--- config.mk ---
export PLATFORM = sky130hd
export DESIGN_NAME = des_decryption_unroll4_flat
export DESIGN_NICKNAME = d
export VERILOG_FILES = /design/src/rtl/des_decryption_unroll4_pkg.sv /design/src/rtl/des_decryption_unroll4_if.sv /design/src/rtl/des_round_comb.sv /design/src/rtl/des_decryption_unroll4.sv /design/src/flat_wrapper.sv
export SDC_FILE = /design/constraint.sdc
export NUM_CORES = 2
export LEC_CHECK = 0
export ABC_CLOCK_PERIOD_IN_PS = 47600
export BUFFER_PORTS_ARGS = -buffer_cell sky130_fd_sc_hd__buf_2
export CAP_MARGIN = 20
export CORE_AREA = 4 4 363 365
export CTS_CLUSTER_SIZE = 30
export DETAILED_ROUTE_END_ITERATION = 8
export DIE_AREA = 0 0 367 369
export PLACE_DENSITY = 0.69
export SYNTH_ARGS = -nofsm -noshare
export SYNTH_HDL_FRONTEND = slang
export SYNTH_SLANG_ARGS = --single-unit
export TNS_END_PERCENT = 100
--- constraint.sdc ---
create_clock -name clk -period 47.6 [get_ports clk]
set_input_delay 4.76 -clock clk [delete_from_list [all_inputs] [get_ports clk]]
set_output_delay 4.76 -clock clk [all_outputs]
set_load 0.1 [all_outputs]
--- src/rtl/des_decryption_unroll4_pkg.sv ---
`default_nettype none
// ============================================================================
// des_decryption_unroll4_pkg : DES constants, tables and permutation helpers
// Rev 1.0
// ============================================================================
package des_decryption_unroll4_pkg;

    localparam int C_NUM_ROUNDS = 16;
    localparam int C_UNROLL     = 4;
    localparam int C_KEY_W      = 48;
    localparam int C_SCHED_W    = C_NUM_ROUNDS * C_KEY_W;

    // Bit 1 is the MSB everywhere, matching the DES table numbering.
    typedef logic [1:32]        half_t;
    typedef logic [1:48]        subkey_t;
    typedef logic [1:64]        block_t;
    typedef logic [1:C_SCHED_W] sched_t;

    localparam int C_IP_TBL [64] = '{
        58, 50, 42, 34, 26, 18, 10, 2, 60, 52, 44, 36, 28, 20, 12, 4,
        62, 54, 46, 38, 30, 22, 14, 6, 64, 56, 48, 40, 32, 24, 16, 8,
        57, 49, 41, 33, 25, 17,  9, 1, 59, 51, 43, 35, 27, 19, 11, 3,
        61, 53, 45, 37, 29, 21, 13, 5, 63, 55, 47, 39, 31, 23, 15, 7};

    localparam int C_IP_INV_TBL [64] = '{
        40, 8, 48, 16, 56, 24, 64, 32, 39, 7, 47, 15, 55, 23, 63, 31,
        38, 6, 46, 14, 54, 22, 62, 30, 37, 5, 45, 13, 53, 21, 61, 29,
        36, 4, 44, 12, 52, 20, 60, 28, 35, 3, 43, 11, 51, 19, 59, 27,
        34, 2, 42, 10, 50, 18, 58, 26, 33, 1, 41,  9, 49, 17, 57, 25};

    localparam int C_E_TBL [48] = '{
        32,  1,  2,  3,  4,  5,  4,  5,  6,  7,  8,  9,
         8,  9, 10, 11, 12, 13, 12, 13, 14, 15, 16, 17,
        16, 17, 18, 19, 20, 21, 20, 21, 22, 23, 24, 25,
        24, 25, 26, 27, 28, 29, 28, 29, 30, 31, 32,  1};

    localparam int C_P_TBL [32] = '{
        16,  7, 20, 21, 29, 12, 28, 17,  1, 15, 23, 26,  5, 18, 31, 10,
         2,  8, 24, 14, 32, 27,  3,  9, 19, 13, 30,  6, 22, 11,  4, 25};

    // Each box is stored row-major: index = row*16 + column.
    localparam logic [3:0] C_SBOX [8][64] = '{
        '{14, 4, 13, 1, 2, 15, 11, 8, 3, 10, 6, 12, 5, 9, 0, 7,
          0, 15, 7, 4, 14, 2, 13, 1, 10, 6, 12, 11, 9, 5, 3, 8,
          4, 1, 14, 8, 13, 6, 2, 11, 15, 12, 9, 7, 3, 10, 5, 0,
          15, 12, 8, 2, 4, 9, 1, 7, 5, 11, 3, 14, 10, 0, 6, 13},
        '{15, 1, 8, 14, 6, 11, 3, 4, 9, 7, 2, 13, 12, 0, 5, 10,
          3, 13, 4, 7, 15, 2, 8, 14, 12, 0, 1, 10, 6, 9, 11, 5,
          0, 14, 7, 11, 10, 4, 13, 1, 5, 8, 12, 6, 9, 3, 2, 15,
          13, 8, 10, 1, 3, 15, 4, 2, 11, 6, 7, 12, 0, 5, 14, 9},
        '{10, 0, 9, 14, 6, 3, 15, 5, 1, 13, 12, 7, 11, 4, 2, 8,
          13, 7, 0, 9, 3, 4, 6, 10, 2, 8, 5, 14, 12, 11, 15, 1,
          13, 6, 4, 9, 8, 15, 3, 0, 11, 1, 2, 12, 5, 10, 14, 7,
          1, 10, 13, 0, 6, 9, 8, 7, 4, 15, 14, 3, 11, 5, 2, 12},
        '{7, 13, 14, 3, 0, 6, 9, 10, 1, 2, 8, 5, 11, 12, 4, 15,
          13, 8, 11, 5, 6, 15, 0, 3, 4, 7, 2, 12, 1, 10, 14, 9,
          10, 6, 9, 0, 12, 11, 7, 13, 15, 1, 3, 14, 5, 2, 8, 4,
          3, 15, 0, 6, 10, 1, 13, 8, 9, 4, 5, 11, 12, 7, 2, 14},
        '{2, 12, 4, 1, 7, 10, 11, 6, 8, 5, 3, 15, 13, 0, 14, 9,
          14, 11, 2, 12, 4, 7, 13, 1, 5, 0, 15, 10, 3, 9, 8, 6,
          4, 2, 1, 11, 10, 13, 7, 8, 15, 9, 12, 5, 6, 3, 0, 14,
          11, 8, 12, 7, 1, 14, 2, 13, 6, 15, 0, 9, 10, 4, 5, 3},
        '{12, 1, 10, 15, 9, 2, 6, 8, 0, 13, 3, 4, 14, 7, 5, 11,
          10, 15, 4, 2, 7, 12, 9, 5, 6, 1, 13, 14, 0, 11, 3, 8,
          9, 14, 15, 5, 2, 8, 12, 3, 7, 0, 4, 10, 1, 13, 11, 6,
          4, 3, 2, 12, 9, 5, 15, 10, 11, 14, 1, 7, 6, 0, 8, 13},
        '{4, 11, 2, 14, 15, 0, 8, 13, 3, 12, 9, 7, 5, 10, 6, 1,
          13, 0, 11, 7, 4, 9, 1, 10, 14, 3, 5, 12, 2, 15, 8, 6,
          1, 4, 11, 13, 12, 3, 7, 14, 10, 15, 6, 8, 0, 5, 9, 2,
          6, 11, 13, 8, 1, 4, 10, 7, 9, 5, 0, 15, 14, 2, 3, 12},
        '{13, 2, 8, 4, 6, 15, 11, 1, 10, 9, 3, 14, 5, 0, 12, 7,
          1, 15, 13, 8, 10, 3, 7, 4, 12, 5, 6, 11, 0, 14, 9, 2,
          7, 11, 4, 1, 9, 12, 14, 2, 0, 6, 10, 13, 15, 3, 5, 8,
          2, 1, 14, 7, 4, 10, 8, 13, 15, 12, 9, 0, 3, 5, 6, 11}};

    function automatic block_t ip_permutation(input block_t x);
        block_t y;
        for (int i = 1; i <= 64; i++) y[i] = x[C_IP_TBL[i-1]];
        return y;
    endfunction

    function automatic block_t ip_inverse_permutation(input block_t x);
        block_t y;
        for (int i = 1; i <= 64; i++) y[i] = x[C_IP_INV_TBL[i-1]];
        return y;
    endfunction

    function automatic subkey_t e_expansion(input half_t x);
        subkey_t y;
        for (int i = 1; i <= 48; i++) y[i] = x[C_E_TBL[i-1]];
        return y;
    endfunction

    function automatic half_t p_permutation(input half_t x);
        half_t y;
        for (int i = 1; i <= 32; i++) y[i] = x[C_P_TBL[i-1]];
        return y;
    endfunction

    // Outer bits of each 6-bit group select the row, inner four the column.
    function automatic half_t sbox_layer(input subkey_t x);
        half_t      y;
        logic [5:0] six;
        for (int b = 0; b < 8; b++) begin
            six            = x[b*6+1 +: 6];
            y[b*4+1 +: 4]  = C_SBOX[b][{six[5], six[0], six[4:1]}];
        end
        return y;
    endfunction

endpackage
`default_nettype wire

--- src/rtl/des_decryption_unroll4_if.sv ---
`default_nettype none
// ============================================================================
// des_decryption_unroll4_if : request/response bundle of the DES decrypt core
// Rev 1.0
// ============================================================================
interface des_decryption_unroll4_if;
    import des_decryption_unroll4_pkg::*;

    logic   start;
    block_t ciphertext;
    sched_t round_keys;
    logic   busy;
    logic   done;
    block_t result;

    modport master (output start, ciphertext, round_keys, input busy, done, result);
    modport slave  (input start, ciphertext, round_keys, output busy, done, result);

endinterface
`default_nettype wire

--- src/rtl/des_round_comb.sv ---
`default_nettype none
// ============================================================================
// des_round_comb : one combinational DES Feistel round (L, R, K -> L', R')
// Rev 1.0
// ============================================================================
module des_round_comb
    import des_decryption_unroll4_pkg::*;
(
    input  half_t   l,
    input  half_t   r,
    input  subkey_t k,
    output half_t   l_next,
    output half_t   r_next
);

    half_t w_f;

    assign w_f    = p_permutation(sbox_layer(e_expansion(r) ^ k));
    assign l_next = r;
    assign r_next = l ^ w_f;

endmodule
`default_nettype wire

--- src/rtl/des_decryption_unroll4.sv ---
`default_nettype none
// ============================================================================
// des_decryption_unroll4 : iterative DES decryption, four rounds per clock
// Rev 1.0
// ============================================================================
module des_decryption_unroll4
    import des_decryption_unroll4_pkg::*;
(
    input  logic                    clk,
    input  logic                    rst,
    des_decryption_unroll4_if.slave bus
);

    localparam logic [1:0] C_ST_IDLE   = 2'd0;
    localparam logic [1:0] C_ST_ROUNDS = 2'd1;
    localparam logic [1:0] C_ST_DONE   = 2'd2;
    localparam int         C_GRP_W     = C_UNROLL * C_KEY_W;

    logic [1:0] r_state;
    logic [1:0] r_grp;
    block_t     r_lr;
    block_t     r_result;
    sched_t     r_keys;
    sched_t     w_keys_rev;

    // Decryption walks the schedule backwards: slot 0 holds K16, slot 15 holds K1.
    for (genvar gk = 0; gk < C_NUM_ROUNDS; gk++) begin : g_key_rev
        assign w_keys_rev[gk*C_KEY_W+1 +: C_KEY_W] =
            bus.round_keys[(C_NUM_ROUNDS-1-gk)*C_KEY_W+1 +: C_KEY_W];
    end

    for (genvar gr = 0; gr < C_UNROLL; gr++) begin : g_round
        half_t w_l_in;
        half_t w_r_in;
        half_t w_l_out;
        half_t w_r_out;

        if (gr == 0) begin : g_first
            assign w_l_in = r_lr[1:32];
            assign w_r_in = r_lr[33:64];
        end else begin : g_chain
            assign w_l_in = g_round[gr-1].w_l_out;
            assign w_r_in = g_round[gr-1].w_r_out;
        end

        des_round_comb u_round (
            .l      (w_l_in),
            .r      (w_r_in),
            .k      (r_keys[gr*C_KEY_W+1 +: C_KEY_W]),
            .l_next (w_l_out),
            .r_next (w_r_out)
        );
    end

    always_ff @(posedge clk) begin
        if (rst) begin
            r_state  <= C_ST_IDLE;
            r_grp    <= 2'd0;
            r_result <= '0;
        end else begin
            case (r_state)
                C_ST_IDLE, C_ST_DONE: begin
                    if (bus.start) begin
                        r_lr    <= ip_permutation(bus.ciphertext);
                        r_keys  <= w_keys_rev;
                        r_grp   <= 2'd0;
                        r_state <= C_ST_ROUNDS;
                    end else begin
                        r_state <= C_ST_IDLE;
                    end
                end
                C_ST_ROUNDS: begin
                    r_lr   <= {g_round[C_UNROLL-1].w_l_out, g_round[C_UNROLL-1].w_r_out};
                    r_keys <= {r_keys[C_GRP_W+1:C_SCHED_W], {C_GRP_W{1'b0}}};
                    r_grp  <= r_grp + 2'd1;
                    // Last group: undo the final half-swap and the initial permutation.
                    if (r_grp == 2'd3) begin
                        r_result <= ip_inverse_permutation(
                            {g_round[C_UNROLL-1].w_r_out, g_round[C_UNROLL-1].w_l_out});
                        r_state  <= C_ST_DONE;
                    end
                end
                default: r_state <= C_ST_IDLE;
            endcase
        end
    end

    assign bus.busy   = (r_state == C_ST_ROUNDS);
    assign bus.done   = (r_state == C_ST_DONE);
    assign bus.result = r_result;

endmodule
`default_nettype wire

--- src/flat_wrapper.sv ---
// flat-port wrapper written by rule: the top's interface ports become plain ports
module des_decryption_unroll4_flat import des_decryption_unroll4_pkg::*;
  (clk, rst, bus_start, bus_ciphertext, bus_round_keys, bus_busy, bus_done, bus_result);
  des_decryption_unroll4_if bus_i ();
  input  logic clk;
  input  logic rst;
  input wire logic [$bits(bus_i.start)-1:0] bus_start;
  input wire logic [$bits(bus_i.ciphertext)-1:0] bus_ciphertext;
  input wire logic [$bits(bus_i.round_keys)-1:0] bus_round_keys;
  output wire logic [$bits(bus_i.busy)-1:0] bus_busy;
  output wire logic [$bits(bus_i.done)-1:0] bus_done;
  output wire logic [$bits(bus_i.result)-1:0] bus_result;
  assign bus_i.start = bus_start;
  assign bus_i.ciphertext = bus_ciphertext;
  assign bus_i.round_keys = bus_round_keys;
  assign bus_busy = bus_i.busy;
  assign bus_done = bus_i.done;
  assign bus_result = bus_i.result;
  des_decryption_unroll4 u_core (.clk(clk), .rst(rst), .bus(bus_i));
endmodule
* After elaboration in Yosys (flattened, before gate mapping) *
Memory sizes are Yosys's and may differ from the RTL's.
Cells that the tools add are included.

storage, ports and cells
  flip-flop bits (word level) = 900
  bits in latches = 0
  RAM bits = 0
  memory bits (read-only) = 8192
  input bits = 835
  output and inout port bits = 66
  logic and storage cells = 195
  memories = 32

operators by class
  $add $sub $neg = 1
  $mul = 0
  divide/modulo/power cells = 0
  $lt $le $gt $ge = 32
  eq/ne operators = 5
  shift operators = 0
  muxes and demuxes = 73
  bitwise logic cells = 41
  reductions and logical operators = 6

memory list
  memory            words  bits a word  read ports  clocked after Yosys merged registers in  write ports  RTL line                           RTL
  (name not given)  64     4            1           0                                        0            des_decryption_unroll4_pkg.sv:106  y[b*4+1 +: 4] = C_SBOX[b][{six[5], six[0], six[4:1]}];
  (name not given)  64     4            1           0                                        0            des_decryption_unroll4_pkg.sv:106
  (name not given)  64     4            1           0                                        0            des_decryption_unroll4_pkg.sv:106
  (name not given)  64     4            1           0                                        0            des_decryption_unroll4_pkg.sv:106
  (name not given)  64     4            1           0                                        0            des_decryption_unroll4_pkg.sv:106
  (name not given)  64     4            1           0                                        0            des_decryption_unroll4_pkg.sv:106
  26 more memories  --     --           --          --                                       --           --

operators with widths
  cell                                                      number
  one-hot mux 768 bit (2 select lines)                      1
  2-to-1 mux 768 bit                                        1
  2-to-1 mux 4 bit                                          64
  greater-or-equal comparator 7 bit, second input constant  32
  inverter 6 -> 7 bit                                       32
  XOR 48 bit                                                4
  one-hot mux 64 bit (2 select lines)                       1
  XOR 32 bit                                                4
  2-to-1 mux 64 bit                                         1
  one-hot mux 2 bit (2 select lines)                        2
  == test 2 bit, second input constant                      2
  2-to-1 mux 2 bit                                          2
  AND reduction 2 bit                                       2
  AND reduction 3 bit                                       1
  adder 2 x 1 -> 2 bit, second input constant               1
  == test 2 x 1 -> 1 bit, second input constant             1
  zero test 2 bit                                           1
  != test 2 x 1 -> 1 bit, second input constant             1
  != test 2 bit, second input constant                      1
  nonzero test 2 bit                                        1
  OR reduction 2 bit                                        1
  2-to-1 mux 1 bit                                          1
  inverter 1 bit                                            1

* Longest topological paths before layout *
  word-level depth = 25
  mapped depth = 40
  gate-level depth less buffers = 38

* Cells and area by module *
A second synthesis with hierarchy kept.

second synthesis, totals
  cells, all modules = 5045
  area, all modules = 62188.4 sq um

by module, submodules not included
  module                  instances  cells each  area an instance (sq um)  seq. area each (sq um)
  des_decryption_unroll4  1          2057        38861.0                   26345.3
  des_round_comb          4          747         5831.8                    0.0

* Worst setup path after synthesis *
Ideal clock, no wire load.

  path kind = input -> register
  from = in rst
  to = reg u_core.r_keys[0] (enable)
  arrival time = 39.538 ns
  slack = 6.013 ns
  stages = 3
  buffers on the path = 2
  cell sequence = clkbuf_1 -> clkbuf_1 -> nor2_1

between the ends
  cells in the longest elaborated chain, start to end = 2

RTL lines
  element                               RTL line                      RTL
  start: declaration                    flat_wrapper.sv:6             input logic rst;
  inverter 1 bit (no source line)       --
  AND reduction 3 bit (no source line)  --
  end signal: assignment                des_decryption_unroll4.sv:65  r_keys <= w_keys_rev;
  end signal: assignment                des_decryption_unroll4.sv:74  r_keys <= {r_keys[C_GRP_W+1:C_SCHED_W], {C_GRP_W{1'b0}}};
  end: declaration                      des_decryption_unroll4.sv:23  sched_t r_keys;

Every way passes these cells.
A chain may end at the register's enable or synchronous reset.

* Worst setup path after layout *
  from = reg u_core.r_lr[1]
  to = reg u_core.r_lr[13], data pin

between the ends
  cells in the longest elaborated chain, start to end = 25
  elaborated cells on any way between the ends = 65
  those cells by class = mux (29); bitwise (22); memory (14)

RTL lines
  element                                              RTL line                           RTL
  start: declaration                                   des_decryption_unroll4.sv:21       block_t r_lr;
  start signal: assignment                             des_decryption_unroll4.sv:64       r_lr <= ip_permutation(bus.ciphertext);
  start signal: assignment                             des_decryption_unroll4.sv:73       r_lr <= {g_round[C_UNROLL-1].w_l_out, g_round[C_UNROLL-1].w_r_out};
  XOR 48 bit                                           des_round_comb.sv:18               assign w_f = p_permutation(sbox_layer(e_expansion(r) ^ k));
  inverter 6 -> 7 bit (not written as such)            des_decryption_unroll4_pkg.sv:106
  memory read (64 x 4 bit)                             --
  2-to-1 mux 4 bit (not written as such) (2 in a row)  des_decryption_unroll4_pkg.sv:106
  XOR 32 bit                                           des_round_comb.sv:20               assign r_next = l ^ w_f;
  XOR 48 bit                                           des_round_comb.sv:18
  inverter 6 -> 7 bit (not written as such)            des_decryption_unroll4_pkg.sv:106
  memory read (64 x 4 bit)                             --
  (+6 left out)                                        --
  2-to-1 mux 4 bit (not written as such) (2 in a row)  des_decryption_unroll4_pkg.sv:106
  XOR 32 bit                                           des_round_comb.sv:20
  XOR 48 bit                                           des_round_comb.sv:18
  inverter 6 -> 7 bit (not written as such)            des_decryption_unroll4_pkg.sv:106
  memory read (64 x 4 bit)                             --
  2-to-1 mux 4 bit (not written as such) (2 in a row)  des_decryption_unroll4_pkg.sv:106
  XOR 32 bit (*)                                       des_round_comb.sv:20
  one-hot mux 64 bit (2 select lines) (*)              des_decryption_unroll4.sv:61       case (r_state)

Every way passes the cells marked *; elsewhere a longest branch is shown, timed or not. The select of a mux whose other input is x is not followed.

==> key figures <==
Finish
  • Most common cell after layout, fill and taps aside: nand2_1
  • Commonest non-fill, non-tap cells in the layout: nand2_1 (2090), buf_2 (901), edfxtp_1 (832)
  • Filler cell count: 11700
  • Layout area overhead: 14.4%
  • Final Net Count: 8881
  • Share of layout cells above drive strength 1: 17.3%

Timing
  • Slew Viols, Final: 0
  • Achievable Freq: 91.4 MHz
  • Slew of the pin with the lowest slew margin: 1.24 ns
  • Setup_tns: 0 ns
  • RSZ-0062 raised after global routing: false
  • Clock skew: 0.0829 ns
  • Finish-stage setup viols: 0
  • Period utilization: 23.0%
  • Hold Slack: 0.458 ns
  • Slew Limit Headroom: 16.4%
  • Period minus WS final: 10.94 ns
  • Endpoints failing hold: 0

Synth
  • Post-synth EDFFs: 832
  • Post-synthesis sequential area ratio: 41.3%
  • Synth area leaders: edfxtp_1 (39%), nand2_1 (12%), ha_1 (4.8%)
  • Asr flop ratio synth: 0%
  • Syn. warnings: 0
  • Synthesized instance count: 7079
  • Share of the synthesized area in the top cell type: 39.1%
  • Synth unique cells: 119
  • Syn nets: 8160
  • Yosys reg bits: 900
  • Yosys top cell by area: edfxtp_1
  • Ys flop type: edfxtp_1
  • Mapped Area: 63800 µm²
  • Syn Area/Cell: 9.02 µm²

Route
  • Final WL: 238 mm
  • DRC Markers: 0
  • M1 WL: 93.8 mm
  • Routed vias/inst: 6.00
  • First-pass DRT Iterations: 6
  • ANT nets after route: 0
  • Initial DRC count: 6952
  • Highest Signal Layer: met5
  • Metal2 WL: 109 mm
  • Met3 WL: 22.5 mm
  • Wirelength per Cell: 24.8 µm
  • Vias: 57500

Critical path
  • WP buf/inv: 4
  • Crit path max fanout: 15
  • Critical Path AT: 11.43 ns
  • Biggest cell delay along the critical path: 0.83 ns
  • Crit. End Element: flop
  • Critical path's slowest cell: nor4b_2
  • Delay-heaviest family, CP: compound AO/OA/AOI/OAI gates
  • Critical setup path kind: flop to flop
  • CP dominant cell by count: ha_1
  • Startpoint Class: flop
  • WP data required: 48.09 ns

Clock network
  • CTS-repair resized insts: 0
  • Clock slew at reported path FFs: 0.07 ns
  • Worst skew pair latency: 0.76 ns
  • Max Buffers Root-to-Sink: 3
  • Post-cts hold buffer count: 0
  • CTS tree: done
  • Post-CTS Repair Setup Buffers: 0
  • Clock Root Buffer: clkbuf_16
  • H-Tree Depth: 3
  • TritonCTS Buffers: 99
  • Clock sink count: 900

GRT
  • First-pass GRT wire length: 342 mm
  • GRT Total Usage: 33.4%
  • Number of global-route vias before repair: 53800
  • Pin count of the biggest net entering global routing: 169
  • Antenna violations before repair: 44
  • Grt ovf: 0

Run status
  • Run status: finished, final reports clean

Placed design
  • Port Buffers: 900
  • Gpl congestion: 1.01
  • Post-DP HPWL: 181 mm

Floorplan
  • Die footprint: 135000 µm²
  • Die height: 369 µm
  • I/O pin count: 901
  • Die width: 367 µm
  • FP Rows: 132
  • Initial Utilization: 49.6%
  • Core area: 129000 µm²

Job
  • Max cap viols: 0

Min path
  • Min-Delay Path Class: flop to flop
## path summary, 6_finish.rpt
path                                          from            endpoint  slack, ns  depth (start not counted)
worst max-delay path                u_core.r_lr[1]     u_core.r_lr[13]      36.66                         29
worst min-delay path            u_core.r_keys[146]  u_core.r_keys[338]       0.46                          2
worst max register to register      u_core.r_lr[1]     u_core.r_lr[13]      36.66                         29
worst min register to register  u_core.r_keys[146]  u_core.r_keys[338]       0.46                          2
## metrics by stage
| stage | setup slack [ns] | cell area [µm²] | instances | util (%) |
|---|---|---|---|---|
| after floorplan | 6.01 | 63800 | 7079 | - |
| after global placement | 36.74 | 69600 | 9356 | 54.0 |
| after detailed placement | 36.98 | 69600 | 9362 | 54.0 |
| after CTS | 37.09 | 72900 | 9546 | 56.6 |
| after global routing | 36.29 | 73000 | 9574 | 56.7 |
| final | 36.66 | 73000 | 9584 | 56.7 |
## layout make-up
| type | count | area [µm²] | share of cell area (%) |
|---|---|---|---|
| tap | 1675 | 2100 | 2.87 |
| multi-input combinational | 5608 | 35200 | 48.2 |
| timing repair buffer | 1017 | 5420 | 7.42 |
| clock inverter | 62 | 628 | 0.860 |
| inverter | 174 | 662 | 0.906 |
| sequential | 900 | 26300 | 36.1 |
| antenna | 26 | 65.1 | 0.0891 |
| clock buffer | 122 | 2620 | 3.58 |
## cells in the mapped netlist, types with 132 or more instances
cell type / n
xor2_1: 132
edfxtp_1: 832
inv_1: 146
and2_1: 223
o21ai_0: 221
mux2i_1: 207
nor3_1: 143
xnor2_1: 286
nor2_1: 312
a21oi_1: 239
clkbuf_1: 276
nand3_1: 213
ha_1: 246
nand2_1: 2091
## layer usage
metal,up-vias,track usage [%]
met5,-,0
met4,38,16.1
met3,489,8.31
met2,2680,52.9
met1,27600,43.0
li1,26700,-
## tightest hold or removal path, delay by kind of cell, from the launching register on
| kind | cells | cell delay (ns) |
|---|---|---|
| DFF | 1 | 0.32 |
| and+or+nand+nor | 2 | 0.09 |
## sequential cells by signal, indices dropped and copies added (netlist names)
| signal | flops |
|---|---|
| u_core.bus.result | 64 |
| u_core.r_keys | 768 |
| u_core.r_lr | 64 |
| u_core.r_grp | 2 |
| u_core.r_state | 2 |
## kinds of logic after synthesis
kind of cell	after synthesis	share of synthesized area (%)
muxes	264	4.73
AOI/OAI and AO/OA	1337	14.9
xor gates and xnor gates	512	8.68
and+or+nand+nor	3249	22.0
DFF	900	41.3
adders and majority gates	246	4.82
buffers and inverters	571	3.66
Power is not shown: default switching activity piles up to over one toggle a cycle in this logic, so the estimate is an artifact.
